[src/rtl/dbus_arbiter.sv]
`default_nettype none
// ============================================================================
// Module      : dbus_arbiter
// Description : Two-master round-robin arbiter in front of one shared data-bus
//               slave. The FSM moves IDLE -> GNTi -> IDLE, which leaves a
//               one-cycle bubble between transfers. The optional watchdog is
//               enabled by defining DBUS_ARB_TIMEOUT_EN. When it fires, the
//               granted master receives an error completion.
// Revision    : 1.0 - initial release
// ============================================================================
module dbus_arbiter #(
  parameter int TIMEOUT_CYCLES = 255
) (
  input  logic        clk,
  input  logic        rst_n,
  input  logic        m0_req,
  input  logic        m0_we,
  input  logic [31:0] m0_addr,
  input  logic [31:0] m0_wdata,
  input  logic [3:0]  m0_wstrb,
  output logic [31:0] m0_rdata,
  output logic        m0_ack,
  output logic        m0_err,
  input  logic        m1_req,
  input  logic        m1_we,
  input  logic [31:0] m1_addr,
  input  logic [31:0] m1_wdata,
  input  logic [3:0]  m1_wstrb,
  output logic [31:0] m1_rdata,
  output logic        m1_ack,
  output logic        m1_err,
  output logic        s_req,
  output logic        s_we,
  output logic [31:0] s_addr,
  output logic [31:0] s_wdata,
  output logic [3:0]  s_wstrb,
  input  logic [31:0] s_rdata,
  input  logic        s_ack,
  output logic [1:0]  gnt
);

  // The state encoding doubles as the one-hot grant vector.
  typedef enum logic [1:0] {
    IDLE = 2'b00,
    GNT0 = 2'b01,
    GNT1 = 2'b10
  } state_t;

  state_t state_q;
  logic   last_q;   // master that completed most recently
  logic   w_in0;
  logic   w_in1;
  logic   w_tmo;    // watchdog fires this cycle
  logic   w_done;   // transfer completes this cycle (normal or timeout)

  assign w_in0  = (state_q == GNT0);
  assign w_in1  = (state_q == GNT1);
  assign w_done = (w_in0 || w_in1) && (s_ack || w_tmo);
  assign gnt    = state_q;

`ifdef DBUS_ARB_TIMEOUT_EN
  logic [7:0] cnt_q;
  logic [7:0] cnt_d;

  // Counts grant cycles without s_ack. The counter stays at zero in IDLE, so
  // every new grant starts counting from zero.
  always_comb begin
    cnt_d = cnt_q;
    if (state_q == IDLE) begin
      cnt_d = 8'd0;
    end else if (!s_ack) begin
      cnt_d = cnt_q + 8'd1;
    end
  end

  // Watchdog counter register.
  always_ff @(posedge clk or negedge rst_n) begin
    if (!rst_n) begin
      cnt_q <= 8'd0;
    end else begin
      cnt_q <= cnt_d;
    end
  end

  // If s_ack arrives on the last allowed cycle, it wins over the timeout.
  assign w_tmo = (w_in0 || w_in1) && !s_ack && (cnt_q == 8'(TIMEOUT_CYCLES - 1));
`else
  logic [7:0] unused_timeout_cfg;
  assign unused_timeout_cfg = 8'(TIMEOUT_CYCLES);
  assign w_tmo              = 1'b0;
`endif

  // Route the granted master to the slave. Drive zeros when no master is
  // granted. Suppress the request on a timeout cycle.
  always_comb begin
    s_req   = 1'b0;
    s_we    = 1'b0;
    s_addr  = 32'd0;
    s_wdata = 32'd0;
    s_wstrb = 4'd0;
    if (w_in0) begin
      s_req   = m0_req && !w_tmo;
      s_we    = m0_we;
      s_addr  = m0_addr;
      s_wdata = m0_wdata;
      s_wstrb = m0_wstrb;
    end else if (w_in1) begin
      s_req   = m1_req && !w_tmo;
      s_we    = m1_we;
      s_addr  = m1_addr;
      s_wdata = m1_wdata;
      s_wstrb = m1_wstrb;
    end
  end

  // Return the completion only to the granted master. A timeout completion
  // carries zero read data.
  always_comb begin
    m0_ack   = w_in0 && (s_ack || w_tmo);
    m1_ack   = w_in1 && (s_ack || w_tmo);
    m0_err   = w_in0 && w_tmo;
    m1_err   = w_in1 && w_tmo;
    m0_rdata = (w_in0 && s_ack) ? s_rdata : 32'd0;
    m1_rdata = (w_in1 && s_ack) ? s_rdata : 32'd0;
  end

  // Arbitration FSM with round-robin pointer. last resets to 1, so master 0
  // wins the first contention.
  always_ff @(posedge clk or negedge rst_n) begin
    if (!rst_n) begin
      state_q <= IDLE;
      last_q  <= 1'b1;
    end else begin
      case (state_q)
        IDLE: begin
          if (m0_req && m1_req) begin
            state_q <= last_q ? GNT0 : GNT1;
          end else if (m0_req) begin
            state_q <= GNT0;
          end else if (m1_req) begin
            state_q <= GNT1;
          end
        end
        GNT0: begin
          if (w_done) begin
            state_q <= IDLE;
            last_q  <= 1'b0;
          end else if (!m0_req) begin
            // Master abandoned the request: drop it without a completion.
            state_q <= IDLE;
          end
        end
        GNT1: begin
          if (w_done) begin
            state_q <= IDLE;
            last_q  <= 1'b1;
          end else if (!m1_req) begin
            state_q <= IDLE;
          end
        end
        default: state_q <= IDLE;
      endcase
    end
  end

endmodule
`default_nettype wire

[config.mk]
export PLATFORM = sky130hd
export DESIGN_NAME = dbus_arbiter
export DESIGN_NICKNAME = d
export VERILOG_FILES = /design/src/rtl/dbus_arbiter.sv
export SDC_FILE = /design/constraint.sdc
export NUM_CORES = 1
export LEC_CHECK = 0
export BUFFER_PORTS_ARGS = -buffer_cell sky130_fd_sc_hd__buf_2
export CORE_AREA = 8 8 116 118
export CTS_CLUSTER_SIZE = 16
export DETAILED_ROUTE_END_ITERATION = 12
export DIE_AREA = 0 0 124 126
export REMOVE_ABC_BUFFERS = 1
export SLEW_MARGIN = 10
export SYNTH_ARGS = -nofsm -noshare
export SYNTH_HDL_FRONTEND = slang
export SYNTH_SLANG_ARGS = --single-unit
export TNS_END_PERCENT = 20
[constraint.sdc]
create_clock -name clk -period 1.8 [get_ports clk]
set_input_delay 0.18 -clock clk [delete_from_list [all_inputs] [get_ports clk]]
set_output_delay 0.18 -clock clk [all_outputs]
set_load 0.02 [all_outputs]
==> out/qor.txt <==
Status: complete, but fails checks
Failing checks: setup timing
Buffers on Ports: 312
Pin count of the biggest net entering global routing: 61
GRT overflow: 0
Final net count: 823
Layout cell share with drive strength beyond 1: 0.5699
1st-iter DRT viols: 106
Area grow syn2layout: 147.9%
Hold Path Class: in2reg
WS Path Type: reg2out
R2R Path End: gnt[0]
Max cap viols: 0
Fmax: 0.5499 GHz
Seq pwr share: 0.026
DRC: 0
Worst-skew pair later-pin latency: 220 ps
Crit path largest cell delay: 380 ps
Worst path slowest cell: dfrtp_1
Crit-path cells: buf_6 -> ha_4 -> buf_12 -> clkbuf_16 -> a22o_1 -> buf_6
Most used cell, CP: buf_6
Final core occ: 0.3607
Most area-consuming cells after synthesis: nand2_1 (30%), and3_1 (23%), o21ai_0 (19%)
CP max FO: 30
DRT antenna net count: 0
Initial antenna violation count: 0
Die area: 15620 sq um
Mapped cell area: 1704 sq um
Die Y: 126 um
Drt first pass iters: 4
Synth area leader: nand2_1
Logic pwr share: 0.911
Row cnt: 40
Min Hold Slack: 289.7 ps
Hold Startpoint: m1_req
Register-to-Register Path Depth: 7
Vias: 3497
R2R setup slack: 180 ps
Initial core utilization: 0.1455
Clock skew: 1.049 ps
Setup violations, final: 3
Setup slack after layout: -18.53 ps
CP bufs+invs: 4
Reg2reg start: gnt[0]
Worst Setup SP: gnt[0]
Final GP Congestion: 0.8051
I/O pins: 315
Top cells by count, synth: nand2_1 (134), o21ai_0 (66), and3_1 (64), clkbuf_1 (17), buf_2 (16)
Final Cycle Share: 1.010
Worst setup EP type: primary output
Ys async rst share: 1.000
Critical path startpoint category: register
Worst Path Arrival: 1640 ps
Wirelength, routed: 12930 um
Reg clk slew, reported paths: 30 ps
CTS buffer count: 3
Hold path endpoint: gnt[1]
Via-to-Cell Ratio: 4.421
Most frequent cell after synthesis: nand2_1
Drt wl/cell: 16.34 um
Lkg Pwr: 0.002497 uW
#FFs+latches synth: 3
Worst path required time: 1620 ps
Worst hold path stage count: 3
Synth top area share: 0.2952
EDFF count, synth: 0
Core area: 11710 sq um
First-pass GRT wire length: 16210 um
Cells after Synth: 333
Synth warnings: 0
Post-DP HPWL: 9279 um
NetSw: 2956 uW
P_int: 2608 uW
Distinct cell type count after synthesis: 25
Max VDD drop: 0.0006539 V
Root Buffer: clkbuf_16
H-tree levels: 1
ANT cells: 0
Final Hold Viols: 0
Max-slew violations: 0
Sw Share: 0.5313
Most used DFF post-synth: dfrtp_1
Clk buf depth: 2
Die width: 124 um
GRT Util Overall: 0.1246
Power Density: 1317 nW/um^2
Vias in the first global route: 3279
Clock sink total: 3
Seq/Total Area, Yosys: 0.04479
Mean post-synth cell area: 5.118 sq um
Tmin final: 1819 ps
Unrepaired setup endpoints after global routing: true
CTS tree: built
Clock power frac: 0.063
Kind of cell adding the most delay to the critical path: buffers and inverters
routing by layer:
layer | wire length (um) | track usage | share of wire
met3 | 1644 | 0.04155 | 0.13
met1 | 4564 | 0.1240 | 0.35
met5 | 0 | 0 | 0
met4 | 44 | 0.01050 | 0.0034
met2 | 6671 | 0.2469 | 0.52
final cells by class:
class	count	area (sq um)
Multi-Input combinational cell	289	1509
Timing Repair Buffer	345	2364
Clock buffer	4	78.83
Fill cell	1239	7487
Inverter	3	11.26
Tap cell	147	183.9
Sequential cell	3	77.57
how the worst max path moves through the flow:
stage	end	slack [ps]	cells past startpoint
2_1_floorplan	s_addr[0]	-2290	3
3_5_place_dp	s_wdata[17]	60	6
6_report	s_we	-20	6
5_1_grt	s_we	-50	6
4_1_cts	s_addr[12]	-50	6
3_3_place_gp	s_wdata[17]	60	6
flip-flops by register name, summed over array words and instances (netlist names):
register  count
last_q        1
gnt           2
kinds of logic after synthesis:
logic type               after synthesis  synth area share
AO/OA/AOI/OAI                         77            0.2482
other                                  1          0.002201
adder cells (fa/ha/maj)                3           0.02203
AND/OR/NAND/NOR                      207            0.5609
flip-flops                             3           0.04479
buffers and inverters                 42            0.1219
worst min-delay path: stages:
cell	delay, ps
buf_2	120
nand3_1	80
o211ai_1	80
power by group through the flow:
stage	Sequential, uW	Clock [uW]	Combinational (uW)
6_report	144	353	5070
5_1_grt	148	362	5410
4_1_cts	137	357	3970
3_5_place_dp	130	0	3750
3_3_place_gp	130	0	3760
2_1_floorplan	151	0	2260
metrics by stage:
stage	setup TNS (ps)	instance area (sq um)	total power [uW]	setup WS, ps	cells
2_1_floorplan	-261020	1511	2415	-2295	295
3_3_place_gp	0	3402	3885	61.45	763
3_5_place_dp	0	3402	3877	64.64	763
4_1_cts	-588.1	3596	4462	-52.23	773
5_1_grt	-772.7	4224	5923	-47.56	791
6_report	-26.69	4224	5563	-18.53	791
layout by cell type, fill, tap and decap left out, types with 3 or more instances in the layout:
cell type,Yosys,layout
and3_1,64,61
buf_2,16,237
buf_6,2,27
nand2_2,0,3
buf_12,0,6
buf_4,4,63
and3_4,0,3
nand2_1,134,131
a22o_1,5,5
o21ai_0,66,13
clkbuf_16,0,11
o21ai_1,0,49
repair_timing:
action	CTS	global route
hold buffers	1	0
setup buffers	4	9
hold endpoints to repair	3	0
pin swaps	1	7
resized for setup	17	166
endpoints found under the setup margin	99	103
gates cloned	1	9
No activity file was read; power rests on OpenSTA's default activity.
